**config.mk**
```make
export PLATFORM = sky130hd
export DESIGN_NAME = xnor_popcount_acc
export DESIGN_NICKNAME = d
export VERILOG_FILES = /design/src/rtl/xnor_popcount_acc.sv
export SDC_FILE = /design/constraint.sdc
export NUM_CORES = 1
export LEC_CHECK = 0
export CAP_MARGIN = 20
export CORE_MARGIN = 2
export CORE_UTILIZATION = 48
export DETAILED_ROUTE_END_ITERATION = 12
export GPL_ROUTABILITY_DRIVEN = 0
export PLACE_DENSITY = 0.8
export SLEW_MARGIN = 10
export SYNTH_ARGS = -nofsm -noshare
export SYNTH_HDL_FRONTEND = slang
export SYNTH_SLANG_ARGS = --single-unit
```
**constraint.sdc**
```tcl
create_clock -name clk -period 5.4 [get_ports clk]
set_input_delay 1.08 -clock clk [delete_from_list [all_inputs] [get_ports clk]]
set_output_delay 1.08 -clock clk [all_outputs]
set_load 0.005 [all_outputs]
```
**src/rtl/xnor_popcount_acc.sv**
```systemverilog
// ============================================================================
// Module      : xnor_popcount_acc
// Description : Popcounts XNOR product words and accumulates BEATS words into
//               a signed dot product with its binarized sign.
// Revision    : 1.0 - initial release
// ============================================================================
`default_nettype none

module xnor_popcount_acc #(
    parameter int IN_WIDTH  = 32,
    parameter int BEATS     = 4,
    parameter int ACC_WIDTH = 16
) (
    input  logic                 clk,
    input  logic                 rst,
    input  logic                 clr,
    input  logic                 in_valid,
    output logic                 in_ready,
    input  logic [IN_WIDTH-1:0]  in_data,
    output logic                 out_valid,
    input  logic                 out_ready,
    output logic [ACC_WIDTH-1:0] out_dot,
    output logic                 out_bin
);

    localparam int c_N_TOTAL = IN_WIDTH * BEATS;
    localparam int c_ACC_W   = $clog2(c_N_TOTAL + 1);
    localparam int c_CNT_W   = (BEATS > 1) ? $clog2(BEATS) : 1;

    localparam logic [c_CNT_W-1:0]   c_LAST_BEAT = c_CNT_W'(BEATS - 1);
    localparam logic [ACC_WIDTH-1:0] c_N_DOT     = ACC_WIDTH'(c_N_TOTAL);
    localparam logic [c_ACC_W:0]     c_N_CMP     = (c_ACC_W + 1)'(c_N_TOTAL);

    logic [c_ACC_W-1:0]   r_acc;
    logic [c_CNT_W-1:0]   r_beat_cnt;
    logic                 r_out_valid;
    logic [ACC_WIDTH-1:0] r_out_dot;
    logic                 r_out_bin;

    logic [c_ACC_W-1:0]   w_pc;
    logic [c_ACC_W-1:0]   w_sum;
    logic [ACC_WIDTH-1:0] w_sum_ext;
    logic [ACC_WIDTH-1:0] w_dot;
    logic                 w_bin;
    logic                 w_accept;
    logic                 w_last;

    always_comb begin
        w_pc = '0;
        for (int i = 0; i < IN_WIDTH; i++) begin
            w_pc = w_pc + c_ACC_W'(in_data[i]);
        end
    end

    // Map the +1/-1 count back to a signed sum: dot = 2*ones - N.
    assign w_sum     = r_acc + w_pc;
    assign w_sum_ext = ACC_WIDTH'(w_sum);
    assign w_dot     = (w_sum_ext << 1) - c_N_DOT;
    assign w_bin     = ({w_sum, 1'b0} >= c_N_CMP);

    assign in_ready  = !r_out_valid || out_ready;
    assign w_accept  = in_valid && in_ready;
    assign w_last    = (r_beat_cnt == c_LAST_BEAT);

    always_ff @(posedge clk or posedge rst) begin
        if (rst) begin
            r_acc       <= '0;
            r_beat_cnt  <= '0;
            r_out_valid <= 1'b0;
            r_out_dot   <= '0;
            r_out_bin   <= 1'b0;
        end else if (clr) begin
            r_acc       <= '0;
            r_beat_cnt  <= '0;
            r_out_valid <= 1'b0;
        end else begin
            if (r_out_valid && out_ready) begin
                r_out_valid <= 1'b0;
            end
            // A last beat landing on the drain cycle overrides the clear above.
            if (w_accept) begin
                if (w_last) begin
                    r_out_dot   <= w_dot;
                    r_out_bin   <= w_bin;
                    r_out_valid <= 1'b1;
                    r_acc       <= '0;
                    r_beat_cnt  <= '0;
                end else begin
                    r_acc      <= w_sum;
                    r_beat_cnt <= r_beat_cnt + 1'b1;
                end
            end
        end
    end

    assign out_valid = r_out_valid;
    assign out_dot   = r_out_dot;
    assign out_bin   = r_out_bin;

endmodule

`default_nettype wire
```
==> reports/results.ini, run 1 <==
[worst_setup_path]
required_ps = 5560
reg2reg_setup_slack_ps = 530
cp.buffers_inverters = 2
r2r-start = r_acc[0]
cp-start-kind = input pin
crit_path_cell_trace = buf_6 > fa_1 > inv_1 > fa_1 > fa_1 > fa_1 > fa_1 > fa_1 > fa_2 > fa_2 > nand2b_4 > a21o_1 > a311oi_4 > o21ba_4 > o31ai_2
critical_path.max_stage_delay_ps = 540
crit_path_max_fanout = 5
timing_worst_setup_path_type = input pin to flip-flop
cp_top_family = adder cells
cp.arrival_ps = 6080
critPathSlowestCell = sky130_fd_sc_hd__fa_1
critical_path.endpoint_type = flip-flop
regToRegEndpoint = out_dot[8]
rr_worst_depth = 13
critical-path-top-cell-by-count = sky130_fd_sc_hd__fa_1

[synthesis]
synthDominantCellAreaShare_pct = 26.53
synth_largest_area_cell = sky130_fd_sc_hd__dfrtp_1
ys_ff_latch = 21
postSynthAreaPerCell_um2 = 10.32
number_of_synthesized_flops_with_an_enable_pin = 0
yosysSeqAreaShare_pct = 26.53
synth_fp_nets = 271
syn_area_um2 = 1981
postSynth.asyncResetShare_pct = 100.0
number_of_instances_in_the_synthesized_netlist = 192
synth-main-ff-cell = sky130_fd_sc_hd__dfrtp_1
yosys_warnings = 0
yosys-top-cells-area = sky130_fd_sc_hd__dfrtp_1, sky130_fd_sc_hd__fa_1, sky130_fd_sc_hd__ha_1, sky130_fd_sc_hd__inv_1, sky130_fd_sc_hd__nand2_1
synth_cell_type_count = 37

[layout]
final_cells = 299
syn_to_final_growth_pct = 35.31
finalNetCount = 329
finalInstanceArea_um2 = 2680
num_antenna_cells = 0
drive_above_1_share_pct = 20.88

[outcome]
run_status = finished with violations
violations = setup timing

[timing]
timing.final.setup_violations = 8
worstMarginPinSlew_ps = 772.7
worst_clock_skew_ps = 0.8315
timing.final.hold_violations = 0
maxClockFrequency_ghz = 0.1689
slew_headroom_pct = 48.43
post-route-period-util_pct = 109.6
final-max-slew-violation-count = 0
final_critical_path_setup_slack_ps = -520.0
rsz_0062_raised_after_global_routing = true
final_period_minus_worst_setup_slack_ps = 5920

[placed_design]
dp_hpwl_mm = 3.388
cells_after_dpl = 292
port-buffer-count = 54
placedInstanceArea_um2 = 2594

[floorplanning]
dieArea_um2 = 4656
std_cell_rows = 23
die_h_um = 68.24
starting_density_of_the_core_pct = 49.87
floorplan.io_pins = 56
die_width_um = 68.24
core_area_um2 = 3971

[route]
wl_per_cell_um = 13.70
via_count = 1462
drtAntennaViolNets = 0
route.detailed.drc = 0
drt_first_iter_violations = 57
dr.pass1.iters = 4
postRouteWirelength_mm = 4.097
detail_route.vias_per_cell = 4.890

[grt]
grt_pass1_vias = 1473
grt_antenna_before_repair = 0
largest_net_degree_at_the_start_of_global_routing = 22
global_route.usage.total_pct = 18.93
gr_overflow_total = 0
grt_first_pass_wirelength_mm = 6.492

[cts]
worst_setup_hold_path_clk_slew_ps = 70
tritoncts = done
clk_root_buffer_cell = sky130_fd_sc_hd__clkbuf_8
cts_hold_buf = 0
cts.sink_count = 21
clock_insertion_delay_worst_skew_ps = 260
htree_num_levels = 1
cts_made_buffers = 3
clk_path_buf_depth = 2

[hold_path]
min_delay_src = out_dot[1]
min_to = out_dot[1]
whs_path_depth = 2
hold_class = flip-flop to flip-flop

[job]
max_cap_violations = 0

==> worst max-delay path by stage <==
stage	from	endpoint	slack (ps)	cells past startpoint
after global placement	in_data[0]	out_dot[8]	-1020	15
final	in_data[17]	out_dot[8]	-520	15
after CTS	in_data[11]	out_dot[8]	-530	15
after global routing	in_data[3]	out_dot[8]	-660	15
after detailed placement	in_data[17]	out_dot[8]	-1090	15
after floorplan	in_data[17]	out_dot[8]	-400	14
==> synthesized netlist by cell type (all sizes together), types with 2 or more instances <==
cell	count
a21oi	4
mux2	4
xnor2	2
a22o	3
o211ai	3
a21o	3
nor3b	2
fa	26
nor2	6
dfrtp	21
o31ai	2
buf	8
o21ai	11
nand2	16
ha	16
nand2b	6
inv	43
==> what timing repair did <==
item	4_1_cts	5_1_grt
setup buffers	0	3
endpoints found under the hold margin	0	0
gates resized for setup	56	15
pin swaps	18	18
endpoints found under the setup margin	16	14
==> tightest hold or removal path, cell delays in order (launching register included) <==
cell	delay, ps
sky130_fd_sc_hd__dfrtp_1	340
sky130_fd_sc_hd__nand2_1	40
sky130_fd_sc_hd__o21ai_0	60
==> cell type report <==
cell class / count / area [µm²]
Multi-Input combinational cell: 119 / 1334
Fill cell: 302 / 1291
Timing Repair Buffer: 62 / 550.5
Sequential cell: 21 / 525.5
Inverter: 43 / 161.4
Tap cell: 50 / 62.56
Clock buffer: 3 / 41.29
Clock inverter: 1 / 5.005
==> flip-flops by register name, summed over array words and instances, names as in the netlist <==
register / cells
out_dot: 9
r_acc: 8
out_valid: 1
r_beat_cnt: 2
out_bin: 1
==> per-layer routing <==
metal / track usage (%) / part of all wire (%)
met1: 25.50 / 40
met2: 32.28 / 54
met3: 4.112 / 5.3
met4: 2.250 / 0.41
met5: 0 / 0
==> cells by family after synthesis <==
| family | share of synthesized area, % |
|---|---|
| fa+ha+maj | 36.39 |
| flops | 26.53 |
| compound gates | 13.27 |
| mux | 2.274 |
| buf+inv | 11.24 |
| simple gates | 8.781 |
| other cells | 0.1893 |
| xor+xnor | 1.327 |
==> per-stage QoR <==
stage / hold WS, ps / setup TNS [ps] / util, % / setup slack (ps)
2_1_floorplan: 449.8 / -1743 / - / -395.9
3_3_place_gp: 463.7 / -10140 / 65.31 / -1015
3_5_place_dp: 469.6 / -10970 / 65.31 / -1089
4_1_cts: 487.0 / -2465 / 66.35 / -531.9
5_1_grt: 506.1 / -3723 / 67.49 / -655.1
6_report: 483.8 / -2454 / 67.49 / -520.0
==> cells in the final DEF, fill, tap and decap left out, drive strengths merged, types with 3 or more instances in the layout <==
cell type / Yosys / routed
o211ai: 3 / 3
nand2b: 6 / 6
fa: 26 / 26
clkdlybuf4s50: 0 / 39
a21oi: 4 / 4
a21o: 3 / 3
nand2: 16 / 16
a22o: 3 / 3
o21ai: 11 / 11
mux2: 4 / 4
inv: 43 / 43
ha: 16 / 16
nor2: 6 / 6
clkbuf: 1 / 7
buf: 8 / 19
dfrtp: 21 / 21
Power of run 1 is not shown: default switching activity piles up to over one toggle a cycle in this logic, so the estimate is an artifact.
==> run 2, diff against run 1 <==
--- a/config.mk
+++ b/config.mk
@@ -5,12 +5,13 @@
 export SDC_FILE = /design/constraint.sdc
 export NUM_CORES = 1
 export LEC_CHECK = 0
+export ABC_AREA = 1
 export CAP_MARGIN = 20
 export CORE_MARGIN = 2
-export CORE_UTILIZATION = 48
+export CORE_UTILIZATION = 50
 export DETAILED_ROUTE_END_ITERATION = 12
+export DONT_BUFFER_PORTS = 1
 export GPL_ROUTABILITY_DRIVEN = 0
-export PLACE_DENSITY = 0.8
 export SLEW_MARGIN = 10
 export SYNTH_ARGS = -nofsm -noshare
 export SYNTH_HDL_FRONTEND = slang
==> run 2 against run 1 <==
  * The flow now finishes without violations
  * Utilization fell by 15 points
  * Clock skew rose by 3.4 ps
  * Count of clock-buffer cells in the layout rose by 1
  * Fmax rose by 13%
  * Sequential cell count did not move
  * Register-to-register slack improved by 550 ps
  * Sequential share of layout area rose by 5.6 points
  * Global-route usage fell by 3.8 points
  * Worst hold slack improved by 24 ps
==> reports/results.ini, run 2 <==
[outcome]
run_status = finished clean  ; was finished with violations

[timing]
post-route-period-util_pct = 97.42  ; was 109.6%
worstMarginPinSlew_ps = 801.4  ; was 772.7 ps
final_period_minus_worst_setup_slack_ps = 5261  ; was 5920 ps
maxClockFrequency_ghz = 0.1901  ; was 0.1689 GHz
totalNegativeSetupSlack_ps = 0  ; was -2454 ps
worst_clock_skew_ps = 4.219  ; was 0.8315 ps
slew_headroom_pct = 46.52  ; was 48.43%
rsz_0062_raised_after_global_routing = true  ; unchanged
final-max-slew-violation-count = 0  ; unchanged
timing.final.setup_violations = 0  ; was 8
timing.final.hold_violations = 0  ; unchanged

[synthesis]
yosysSeqAreaShare_pct = 26.14  ; was 26.53%
postSynthAreaPerCell_um2 = 8.976  ; was 10.32 µm²
ys_ff_latch = 21  ; unchanged
synth-main-ff-cell = sky130_fd_sc_hd__dfrtp_1  ; unchanged
most_numerous_cell_in_the_yosys_netlist = sky130_fd_sc_hd__inv_1  ; unchanged
synth-simple-area-share_pct = 14.50  ; was 8.781%
synth_largest_area_cell = sky130_fd_sc_hd__dfrtp_1  ; unchanged
postSynth.asyncResetShare_pct = 100.0  ; unchanged
synthDominantCellAreaShare_pct = 26.14  ; was 26.53%
synth_commonest_cells = sky130_fd_sc_hd__inv_1, sky130_fd_sc_hd__nand2_1, sky130_fd_sc_hd__fa_1  ; was sky130_fd_sc_hd__inv_1, sky130_fd_sc_hd__fa_1, sky130_fd_sc_hd__dfrtp_1
combinational_family_with_the_most_area_after_synthesis = adder cells  ; unchanged
yosys_warnings = 0  ; unchanged
synth_fp_nets = 303  ; was 271
synth_cell_type_count = 25  ; was 37
number_of_synthesized_flops_with_an_enable_pin = 0  ; unchanged
syn_area_um2 = 2011  ; was 1981 µm²
synth-xor-area-share_pct = 1.742  ; was 1.327%
number_of_instances_in_the_synthesized_netlist = 224  ; was 192
synth_compound_gate_area_share_pct = 7.032  ; was 13.27%
synth_mux_area_share_pct = 0  ; was 2.274%
yosys-top-cells-area = sky130_fd_sc_hd__dfrtp_1, sky130_fd_sc_hd__fa_1, sky130_fd_sc_hd__inv_1, sky130_fd_sc_hd__ha_1, sky130_fd_sc_hd__nand2_1  ; was sky130_fd_sc_hd__dfrtp_1, sky130_fd_sc_hd__fa_1, sky130_fd_sc_hd__ha_1, sky130_fd_sc_hd__inv_1, sky130_fd_sc_hd__nand2_1
synth_fa_ha_area_share_pct = 35.84  ; was 36.39%

[floorplanning]
die_width_um = 67.42  ; was 68.24 µm
core_area_um2 = 3943  ; was 3971 µm²
floorplan.io_pins = 56  ; unchanged
std_cell_rows = 23  ; unchanged
starting_density_of_the_core_pct = 51.00  ; was 49.87%
dieArea_um2 = 4545  ; was 4656 µm²
die_h_um = 67.42  ; was 68.24 µm

[worst_setup_path]
rr_worst_depth = 16  ; was 13
r2r-start = r_acc[0]  ; unchanged
crit_path_cell_trace = fa_1 > inv_1 > fa_1 > fa_1 > fa_1 > fa_1 > fa_1 > fa_2 > fa_2 > nor2_2 > o21ai_2 > nand3_1 > nand2_1 > nand2_2 > nand2_1 > nand2_1 > nand2_1  ; was buf_6 > fa_1 > inv_1 > fa_1 > fa_1 > fa_1 > fa_1 > fa_1 > fa_2 > fa_2 > nand2b_4 > a21o_1 > a311oi_4 > o21ba_4 > o31ai_2
timing_worst_setup_path_type = input pin to flip-flop  ; unchanged
cp-start-kind = input pin  ; unchanged
cp.arrival_ps = 5410  ; was 6080 ps
critical-path-top-cell-by-count = sky130_fd_sc_hd__fa_1  ; unchanged
critical_path.max_stage_delay_ps = 550  ; was 540 ps
regToRegEndpoint = out_dot[8]  ; unchanged
required_ps = 5550  ; was 5560 ps
reg2reg_setup_slack_ps = 1080  ; was 530 ps
critPathSlowestCell = sky130_fd_sc_hd__fa_1  ; unchanged
crit_path_max_fanout = 3  ; was 5
critical_path.endpoint_type = flip-flop  ; unchanged

[cts]
htree_num_levels = 1  ; unchanged
tritoncts = done  ; unchanged
cts_made_buffers = 3  ; unchanged
clock_insertion_delay_worst_skew_ps = 250  ; was 260 ps
cts.sink_count = 21  ; unchanged
clk_path_buf_depth = 2  ; unchanged
clk_root_buffer_cell = sky130_fd_sc_hd__clkbuf_8  ; unchanged
worst_setup_hold_path_clk_slew_ps = 70  ; about the same

[route]
dr.pass1.iters = 4  ; unchanged
via_count = 1305  ; was 1,462
detail_route.vias_per_cell = 4.780  ; was 4.890
wl_per_cell_um = 11.42  ; was 13.70 µm
drt_first_iter_violations = 57  ; unchanged
postRouteWirelength_mm = 3.117  ; was 4.097 mm
route.detailed.drc = 0  ; unchanged
drtAntennaViolNets = 0  ; unchanged

[hold_path]
min_to = r_beat_cnt[0]  ; was out_dot[1]
hold_class = flip-flop to flip-flop  ; unchanged
min_delay_src = r_beat_cnt[0]  ; was out_dot[1]
whs_path_depth = 1  ; was 2

[layout]
num_antenna_cells = 0  ; unchanged
finalNetCount = 303  ; was 329
utilization_pct = 52.97  ; was 67.49%
drive_above_1_share_pct = 13.00  ; was 20.88%
most_frequent_cells_in_the_layout = sky130_fd_sc_hd__inv_1, sky130_fd_sc_hd__nand2_1, sky130_fd_sc_hd__fa_1  ; was sky130_fd_sc_hd__inv_1, sky130_fd_sc_hd__clkdlybuf4s50_1, sky130_fd_sc_hd__fa_1
layout.cells.most_common = sky130_fd_sc_hd__inv_1
largest_register_ffs = 9  ; unchanged
fillcell_total = 384  ; was 302
syn_to_final_growth_pct = 3.858  ; was 35.31%

[grt]
gr_overflow_total = 0  ; unchanged
grt_first_pass_wirelength_mm = 5.119  ; was 6.492 mm
largest_net_degree_at_the_start_of_global_routing = 22  ; unchanged
global_route.usage.total_pct = 15.17  ; was 18.93%
grt_antenna_before_repair = 0  ; unchanged
grt_pass1_vias = 1170  ; was 1,473

[job]
max_cap_violations = 0  ; unchanged

[placed_design]
dp_hpwl_mm = 2.741  ; was 3.388 mm
port-buffer-count = 0  ; was 54

## run 2: final cells by class
class | instances | area, µm² | area share (%)
Sequential cell | 21 | 525.5 | 25.16
Timing Repair Buffer | 3 | 22.52 | 1.078
Clock buffer | 4 | 45.04 | 2.157
Tap cell | 50 | 62.56 | 2.996
Multi-Input combinational cell | 134 | 1204 | 57.64
Inverter | 61 | 229.0 | 10.96
## run 2: timing repair
action                     4_1_cts  5_1_grt
setup endpoints to repair        0        3
setup buffers                    0        2
hold buffers                     0        0
gates resized for setup          0        1
## run 2: worst max path at each step
stage                      startpoint          to  depth (start not counted)
after floorplan           in_data[17]  out_dot[8]                         17
after global placement     in_data[0]  out_dot[8]                         17
after detailed placement   in_data[0]  out_dot[8]                         17
after CTS                  in_data[0]  out_dot[8]                         17
after global routing       in_data[0]  out_dot[8]                         17
final                      in_data[0]  out_dot[8]                         17
## run 2: per-stage QoR
step / instances / hold WS [ps] / area, µm² / setup slack (ps)
final: 273 / 507.7 / 2088 / 139.2
after floorplan: 224 / 459.4 / 2018 / 13.06
after global routing: 273 / 520.0 / 2088 / -26.54
after global placement: 267 / 489.7 / 2024 / -107.0
after CTS: 271 / 504.3 / 2069 / 94.34
after detailed placement: 267 / 493.2 / 2024 / -186.0
## run 2: worst max-delay path, delay by kind of cell
| kind | cells | cell delay, ps |
|---|---|---|
| buf+inv | 1 | 50 |
| fa+ha+maj | 8 | 3700 |
| simple gates | 7 | 510 |
| compound gates | 1 | 70 |
## run 2: cell families (layout without fill, tap and decap cells)
family / count (synthesis) / count (layout)
AND/OR/NAND/NOR: 64 / 64
buffers and inverters: 69 / 68
flip-flops: 21 / 21
AO/OA/AOI/OAI: 23 / 23
XOR/XNOR: 4 / 4
other: 1 / 1
adder cells (fa/ha/maj): 42 / 42
## run 2: per-layer routing
metal	wire, µm	vias up	share of wire [%]	GRT usage, %
met5	0	-	0	0
met2	1354	39	43	22.15
li1	-	653	-	-
met3	138	2	4.4	1.667
met1	1588	611	51	22.63
met4	35	0	1.1	6.888
Power of run 2 is left out for the same reason.
==> run 3, diff against run 2 <==
--- a/config.mk
+++ b/config.mk
@@ -12,6 +12,7 @@
 export DETAILED_ROUTE_END_ITERATION = 12
 export DONT_BUFFER_PORTS = 1
 export GPL_ROUTABILITY_DRIVEN = 0
+export GPL_TIMING_DRIVEN = 0
 export SLEW_MARGIN = 10
 export SYNTH_ARGS = -nofsm -noshare
 export SYNTH_HDL_FRONTEND = slang
==> run 3 against run 2 <==
  * Cell count is 2.6% higher
  * Utilization is 1.8 points higher
  * Register-to-register slack better by 60 ps
  * Setup slack better by 3.9 ps
  * Via count is 1.8% higher
  * Die area stayed put
  * Highest routed layer unchanged
==> reports/results.ini, run 3 (synthesis gave the netlist of run 2 again) <==
[layout]
num_antenna_cells = 0  ; unchanged
most_frequent_cells_in_the_layout = sky130_fd_sc_hd__inv_1, sky130_fd_sc_hd__nand2_1, sky130_fd_sc_hd__fa_1  ; unchanged
finalNetCount = 310  ; was 303
largest_register_ffs = 9  ; unchanged
drive_above_1_share_pct = 16.96  ; was 13.00%
layout.cells.most_common = sky130_fd_sc_hd__inv_1  ; unchanged
syn_to_final_growth_pct = 7.405  ; was 3.858%

[hold_path]
hold_class = flip-flop to flip-flop  ; unchanged
whs_path_depth = 2  ; was 1

[timing]
worstMarginPinSlew_ps = 790.0  ; was 801.4 ps
post-route-period-util_pct = 97.35  ; was 97.42%
finalHoldWorstSlack_ps = 505.4  ; was 507.7 ps
slew_headroom_pct = 47.28  ; was 46.52%
worst_clock_skew_ps = 3.970  ; was 4.219 ps
timing.final.hold_violations = 0  ; unchanged
final-max-slew-violation-count = 0  ; unchanged
timing.final.setup_violations = 0  ; unchanged
rsz_0062_raised_after_global_routing = true  ; unchanged
final_period_minus_worst_setup_slack_ps = 5257  ; was 5261 ps
maxClockFrequency_ghz = 0.1902  ; was 0.1901 GHz

[placed_design]
port-buffer-count = 0  ; unchanged
dp_hpwl_mm = 2.856  ; was 2.741 mm

[route]
wl_per_cell_um = 11.64  ; was 11.42 µm
route.detailed.drc = 0  ; unchanged
drt_first_iter_violations = 56  ; was 57
dr.pass1.iters = 4  ; unchanged
via_count = 1329  ; was 1,305
detail_route.vias_per_cell = 4.746  ; was 4.780
postRouteWirelength_mm = 3.259  ; was 3.117 mm
drtAntennaViolNets = 0  ; unchanged

[cts]
cts.sink_count = 21  ; unchanged
clk_path_buf_depth = 2  ; unchanged
clock_insertion_delay_worst_skew_ps = 260  ; was 250 ps
htree_num_levels = 1  ; unchanged
clk_root_buffer_cell = sky130_fd_sc_hd__clkbuf_8  ; unchanged
cts_made_buffers = 3  ; unchanged
cts_hold_buf = 0  ; unchanged
tritoncts = done  ; unchanged
worst_setup_hold_path_clk_slew_ps = 70  ; about the same

[grt]
gr_overflow_total = 0  ; unchanged
grt_pass1_vias = 1275  ; was 1,170
global_route.usage.total_pct = 16.34  ; was 15.17%
grt_first_pass_wirelength_mm = 5.485  ; was 5.119 mm
grt_antenna_before_repair = 0  ; unchanged
largest_net_degree_at_the_start_of_global_routing = 22  ; unchanged

[floorplanning]
starting_density_of_the_core_pct = 51.00  ; unchanged
std_cell_rows = 23  ; unchanged
dieArea_um2 = 4545  ; unchanged
core_area_um2 = 3943  ; unchanged
die_h_um = 67.42  ; unchanged
die_width_um = 67.42  ; unchanged
floorplan.io_pins = 56  ; unchanged

[worst_setup_path]
timing_worst_setup_path_type = input pin to flip-flop  ; unchanged
required_ps = 5550  ; about the same
critical-path-top-cell-by-count = sky130_fd_sc_hd__fa_1  ; unchanged
critPathSlowestCell = sky130_fd_sc_hd__fa_1  ; unchanged
rr_worst_depth = 16  ; unchanged
reg2reg_setup_slack_ps = 1140  ; was 1080 ps
crit_path_max_fanout = 3  ; unchanged
path_depth = 17  ; unchanged
cp.arrival_ps = 5410  ; about the same
cp.buffers_inverters = 1  ; unchanged
cp_top_family = adder cells  ; unchanged
critical_path.endpoint_type = flip-flop  ; unchanged
crit_path_cell_trace = fa_1 > inv_1 > fa_1 > fa_1 > fa_1 > fa_1 > fa_1 > fa_2 > fa_2 > nor2_4 > o21ai_2 > nand3_1 > nand2_2 > nand2_2 > nand2_1 > nand2_1 > nand2_1  ; was fa_1 > inv_1 > fa_1 > fa_1 > fa_1 > fa_1 > fa_1 > fa_2 > fa_2 > nor2_2 > o21ai_2 > nand3_1 > nand2_1 > nand2_2 > nand2_1 > nand2_1 > nand2_1
critical_path.max_stage_delay_ps = 530  ; was 550 ps
cp-start-kind = input pin  ; unchanged

[outcome]
run_status = finished clean  ; unchanged

[job]
max_cap_violations = 0  ; unchanged

run 3: cell types whose count changed in the layout (fill, tap and decap cells not counted):
cell                      delta
sky130_fd_sc_hd__nand3_2     +1
sky130_fd_sc_hd__nand2_1     -2
sky130_fd_sc_hd__nand3_1     -1
sky130_fd_sc_hd__buf_4       +6
sky130_fd_sc_hd__nand2_2     +2
sky130_fd_sc_hd__buf_6       +1
sky130_fd_sc_hd__nor2_2      -1
sky130_fd_sc_hd__nor2_4      +1
run 3: layout make-up:
| class | count | area [µm²] |
|---|---|---|
| fillers | 370 | 1783 |
| multi-input cells | 134 | 1219 |
| flip-flops and latches | 21 | 525.5 |
| inverters | 61 | 229.0 |
| plain buffers | 8 | 63.81 |
| well taps | 50 | 62.56 |
| clock buffers | 4 | 45.04 |
| repair buffers | 2 | 15.01 |
run 3: per-layer routing:
layer	track usage, %	up-vias	part of all wire [%]
li1	-	664	-
met1	22.50	617	47
met2	25.99	43	47
met3	2.167	5	4.9
met4	6.888	0	1.7
met5	0	-	0
run 3: through the flow:
| step | cell area, µm² | instances | utilization [%] | TNS (ps) | setup WS [ps] |
|---|---|---|---|---|---|
| global placement | 2081 | 274 | 52.78 | -551.8 | -177.6 |
| floorplan | 2018 | 224 | - | 0 | 13.06 |
| CTS | 2126 | 278 | 53.92 | 0 | 78.06 |
| finish | 2160 | 280 | 54.78 | 0 | 143.1 |
| global route | 2160 | 280 | 54.78 | -70.91 | -70.91 |
| detailed placement | 2081 | 274 | 52.78 | -827.4 | -203.0 |
run 3: worst paths after layout:
kind | startpoint | to
worst max register to register | r_acc[0] | out_dot[8]
max in group asynchronous | rst | out_dot[8]
min in group asynchronous | rst | out_dot[4]
worst min register to register | out_dot[8] | out_dot[8]
worst min-delay path | out_dot[8] | out_dot[8]
worst max-delay path | in_data[17] | out_dot[8]
run 3: what timing repair did:
item / in CTS / in global routing
resized for setup: 0 / 5
endpoints found under the setup margin: 0 / 4
setup buffers: 0 / 2
run 3: tightest hold or removal path, cell delays in order (launching register included):
cell and delay (ps):
sky130_fd_sc_hd__dfrtp_1 360, sky130_fd_sc_hd__nand2_1 60, sky130_fd_sc_hd__nand2_1 50
Power of run 3 is left out for the same reason.
